<file path="src/rtl/mod_n_up_counter.sv">
// Programmable modulo-MOD up counter: counts 0..MOD-1 and wraps.
// Supports synchronous clear, clamped parallel load and count enable.
// tc and carry are combinational so that stages can be cascaded.
// match, load_err and a saturating wrap tally are registered.
module mod_n_up_counter #(
    parameter int WIDTH = 4,
    parameter int MOD   = 10
) (
    input  logic             clk,
    input  logic             rst,
    input  logic             en,
    input  logic             clr,
    input  logic             load,
    input  logic [WIDTH-1:0] load_val,
    input  logic [WIDTH-1:0] cmp_val,
    output logic [WIDTH-1:0] count,
    output logic             tc,
    output logic             carry,
    output logic             match,
    output logic             load_err,
    output logic [7:0]       wrap_cnt
);

    // Reject an unusable modulus when the design is elaborated.
    if ((MOD < 2) || (MOD > (1 << WIDTH))) begin : g_mod_check
        $error("mod_n_up_counter: MOD must lie in 2..2**WIDTH");
    end

    // The modulus is handled at WIDTH+1 bits so that MOD = 2**WIDTH is representable.
    localparam logic [WIDTH:0] MOD_W    = (WIDTH+1)'(MOD);
    localparam logic [WIDTH:0] MOD_M1_W = MOD_W - {{WIDTH{1'b0}}, 1'b1};

    logic [WIDTH-1:0] count_r;
    logic             match_r;
    logic             load_err_r;
    logic [7:0]       wrap_cnt_r;

    logic [WIDTH-1:0] count_nx_s;
    logic             match_nx_s;
    logic             load_err_nx_s;
    logic [7:0]       wrap_cnt_nx_s;
    logic [WIDTH:0]   inc_s;
    logic             tc_s;

    assign inc_s = {1'b0, count_r} + {{WIDTH{1'b0}}, 1'b1};
    assign tc_s  = ({1'b0, count_r} == MOD_M1_W);

    // Next-state selection in priority order clr > load > en > hold.
    always_comb begin
        count_nx_s    = count_r;
        wrap_cnt_nx_s = wrap_cnt_r;
        match_nx_s    = 1'b0;
        load_err_nx_s = 1'b0;
        if (clr) begin
            count_nx_s    = {WIDTH{1'b0}};
            wrap_cnt_nx_s = 8'd0;
        end else if (load) begin
            if ({1'b0, load_val} < MOD_W) begin
                count_nx_s = load_val;
            end else begin
                // Out-of-range data is clamped to the terminal value and flagged.
                count_nx_s    = MOD_M1_W[WIDTH-1:0];
                load_err_nx_s = 1'b1;
            end
        end else if (en) begin
            if (tc_s) begin
                count_nx_s = {WIDTH{1'b0}};
                if (wrap_cnt_r != 8'd255) begin
                    wrap_cnt_nx_s = wrap_cnt_r + 8'd1;
                end else begin
                    wrap_cnt_nx_s = wrap_cnt_r;
                end
            end else begin
                count_nx_s = inc_s[WIDTH-1:0];
            end
            // A compare value outside the modulus can never be reached.
            if (({1'b0, cmp_val} < MOD_W) && (count_nx_s == cmp_val)) begin
                match_nx_s = 1'b1;
            end else begin
                match_nx_s = 1'b0;
            end
        end else begin
            count_nx_s = count_r;
        end
    end

    // State register with synchronous reset overriding every other action.
    always_ff @(posedge clk) begin
        if (rst) begin
            count_r    <= {WIDTH{1'b0}};
            match_r    <= 1'b0;
            load_err_r <= 1'b0;
            wrap_cnt_r <= 8'd0;
        end else begin
            count_r    <= count_nx_s;
            match_r    <= match_nx_s;
            load_err_r <= load_err_nx_s;
            wrap_cnt_r <= wrap_cnt_nx_s;
        end
    end

    assign count    = count_r;
    assign match    = match_r;
    assign load_err = load_err_r;
    assign wrap_cnt = wrap_cnt_r;
    assign tc       = tc_s;
    assign carry    = tc_s & en & ~clr & ~load & ~rst;

endmodule
</file>
<file path="config.mk">
export PLATFORM = sky130hd
export DESIGN_NAME = mod_n_up_counter
export DESIGN_NICKNAME = d
export VERILOG_FILES = /design/src/rtl/mod_n_up_counter.sv
export SDC_FILE = /design/constraint.sdc
export NUM_CORES = 1
export LEC_CHECK = 0
export BUFFER_PORTS_ARGS = -buffer_cell sky130_fd_sc_hd__buf_4
export CAP_MARGIN = 25
export CORE_ASPECT_RATIO = 1.25
export CORE_MARGIN = 2
export CORE_UTILIZATION = 48
export CTS_CLUSTER_SIZE = 24
export DETAILED_ROUTE_END_ITERATION = 7
export GPL_TIMING_DRIVEN = 0
export PLACE_DENSITY = 0.85
export SETUP_SLACK_MARGIN = 0.05
export SLEW_MARGIN = 20
export SYNTH_ARGS = -nofsm -noshare
export SYNTH_HDL_FRONTEND = slang
export SYNTH_SLANG_ARGS = --single-unit
</file>
<file path="constraint.sdc">
create_clock -name clk -period 2.4 [get_ports clk]
set_input_delay 0.48 -clock clk [delete_from_list [all_inputs] [get_ports clk]]
set_output_delay 0.48 -clock clk [all_outputs]
set_load 0.01 [all_outputs]
</file>
==> metrics.yaml <==
final_layout:
  regArea_um2: 280
  final_cell_count_no_fill: 163
  final_common_cell: "buf_4"
  syn_to_final_growth_pct: 30.4
  final_layout_size_suffix_gt1_share_pct: 26.4
  layout_common_cells: "buf_4, dfxtp_1, nor2_1, nor3_1, nand2_1"
  multiInputGateArea_um2: 533
  layout.nets: 159
  nFillCells: 164
  diodes: 0
timing:
  drv_slew: 0
  fin_crit_sh_pct: 91.8
  fmax_mhz: 454
  setup_viol: 0
  skew_ns: 0.00691
  min_period_ns: 2.20
  tightest_slew_ns: 0.439
  rsz0062_at_grt: "false"
  slew_headroom_pct: 70.5
  timing.final.hold_violations: 0
  tns_ns: 0
grt:
  grt_pass1_wl_um: 4010
  grt_overflow: 0
  grt_usage_pct: 23.7
  antenna_found_initial: 0
  grt_max_degree: 11
  grt_pass1_vias: 957
critical_path:
  worst-path-stages: 6
  crit_path_max_incr_delay_ns: 0.37
  crit_required_ns: 1.92
  critPathLaunchType: "flip-flop"
  endpoint_kind: "primary output"
  critPathKind: "flip-flop to primary output"
  reg2reg_depth: 6
  path_cells: "buf_6 -> or3b_1 -> buf_2 -> or2_4 -> nor2_1 -> buf_4"
  crit_family: "simple AND/OR/NAND/NOR gates"
  critPathMaxFanout: 8
  crit_buf_inv: 3
  crit_slowest_cell: "or3b_1"
  cp_data_arrival_time_ns: 1.72
synthesis:
  synth.distinct_cells: 39
  yosysTopAreaCellShare_pct: 32.3
  netlist_instances: 113
  async_flop_share_pct: 0
  syn_nets: 127
  synthTopCellsByArea: "dfxtp_1, nor2_1, nand3b_1, nor3_1, a21oi_1"
  synth_edf_count: 0
  synth_top_area_cell: "dfxtp_1"
  yosysWarningCount: 0
  ys_seq_elements: 14
  netlist_area_um2: 868
  syn_avg_cell_area_um2: 7.68
  ys_seq_area_share_pct: 32.3
  synth_ff_type: "dfxtp_1"
place:
  io_buffers: 27
  dp.cells: 159
  gp_congestion: 0.844
  dp_hpwl_um: 1710
die:
  start_util_pct: 49.8
  fp.dieH_um: 51.6
  pin_count: 29
  die-area_um2: 2170
  die_w_um: 42.0
  coreArea_um2: 1740
  rows: 17
power_and_ir_drop:
  switching_share_pct: 23.5
  p_leak_uw: 0.000441
  seqPwrFrac_pct: 50.3
  pwr-share-clk_pct: 35.4
  powerDensity_nw_per_um2: 417
  power.switching_uw: 111
  ir_drop_uv: 340
  p_int_uw: 361
  p_comb_share_pct: 14.3
clocking:
  cts.sink_count: 14
  cts_root_buffer: "clkbuf_4"
  clkTransAtPathRegs_ns: 0.08
  clk_latency_ns: 0.28
  cts_made_buffers: 3
  cts.hold.buffers_added: 0
  htreeDepth: 1
  cts_buffer_depth: 2
  cts_tree: "done"
  cts_setup_buffers: 0
drt:
  avgViaCountPerCell: 5.77
  antenna_left: 0
  vias: 940
  wl_um: 2180
  firstDrtPassIters: 4
  drt_iter0_markers: 15
  wire_per_inst_um: 13.4
  drcViolationCount: 0
job:
  maxCapViolCount: 0
hold_path:
  whs_path_depth: 3
  hp-class: "primary input to flip-flop"
run_status:
  status: "finished clean"
==> synthesized netlist by cell type (2+ instances only) <==
library cell,instances
a211oi_1,4
nor2b_1,2
xnor2_1,2
nor4_1,2
nand2b_1,2
dfxtp_1,14
o31ai_1,2
a21boi_0,2
inv_1,5
clkbuf_1,4
nand4_1,2
nor2_1,12
nand3_1,5
nand3b_1,5
a31oi_1,2
a311oi_1,2
nand2_1,7
o21ai_0,3
or2_2,2
buf_2,2
or3_1,3
nor3_1,7
a21oi_1,6
==> power groups by stage <==
stage               sequential (uW)  clock, uW  combinational, uW
floorplan                       244          0               36.2
global placement                243          0               64.7
detailed placement              243          0               67.6
global route                    238        180               75.7
CTS                             237        172               67.7
finish                          237        167               67.6
==> what timing repair did <==
action / in CTS / in global routing
resized for setup: 0 / 2
hold endpoints to repair: 0 / 0
endpoints found under the setup margin: 0 / 1
==> registers in the layout, indices dropped and copies added (netlist names) <==
| signal | cells |
|---|---|
| match | 1 |
| wrap_cnt | 8 |
| count | 4 |
| load_err | 1 |
==> kinds of logic (layout without fill, tap and decap cells) <==
family / after synthesis / in the layout / share of synthesized area, %
adders and majority gates: 1 / 1 / 1.44
xor gates and xnor gates: 3 / 3 / 3.03
AOI/OAI and AO/OA: 27 / 27 / 21.5
buffers and inverters: 12 / 43 / 6.34
muxes: 1 / 1 / 1.15
DFF: 14 / 14 / 32.3
and+or+nand+nor: 55 / 55 / 34.3
==> tightest hold or removal path: cells and delay by family <==
kind	cells	cell delay [ns]
buffers and inverters	2	0.15
AOI/OAI and AO/OA	1	0.07
==> layout make-up <==
| type | instances | share of cell area [%] |
|---|---|---|
| multi-input combinational | 87 | 47.1 |
| tap | 19 | 2.10 |
| buffer | 7 | 3.31 |
| timing repair buffer | 27 | 17.9 |
| sequential | 14 | 24.8 |
| clock buffer | 4 | 3.20 |
| inverter | 5 | 1.66 |
==> metrics by stage <==
step / cell area (um2) / utilization, % / total power, uW / setup slack [ns] / hold WS, ns
after floorplan: 868 / - / 280 / 0.418 / 0.539
after global placement: 1090 / 62.8 / 307 / 0.328 / 0.515
after detailed placement: 1090 / 62.8 / 310 / 0.307 / 0.524
after CTS: 1130 / 64.8 / 477 / 0.144 / 0.457
after global routing: 1130 / 64.9 / 494 / 0.125 / 0.466
final: 1130 / 64.9 / 472 / 0.197 / 0.458
==> final timing paths <==
check                                start                        to  slack, ns
setup / recovery     count[2]$_SDFFE_PP0P_                     carry       0.20
hold / removal                 load_val[0]     count[0]$_SDFFE_PP0P_       0.46
setup reg to reg     count[2]$_SDFFE_PP0P_  wrap_cnt[5]$_SDFFE_PP0P_       0.56
hold reg to reg   wrap_cnt[1]$_SDFFE_PP0P_  wrap_cnt[1]$_SDFFE_PP0P_       0.54
==> layer usage <==
layer	GRT usage, %	vias to the layer above	share of wire [%]
li1	-	476	-
met1	24.2	433	41
met2	47.7	24	53
met3	2.08	7	3.4
met4	10.9	0	2.5
met5	0	-	0
Power figures use the tool's default switching activity.
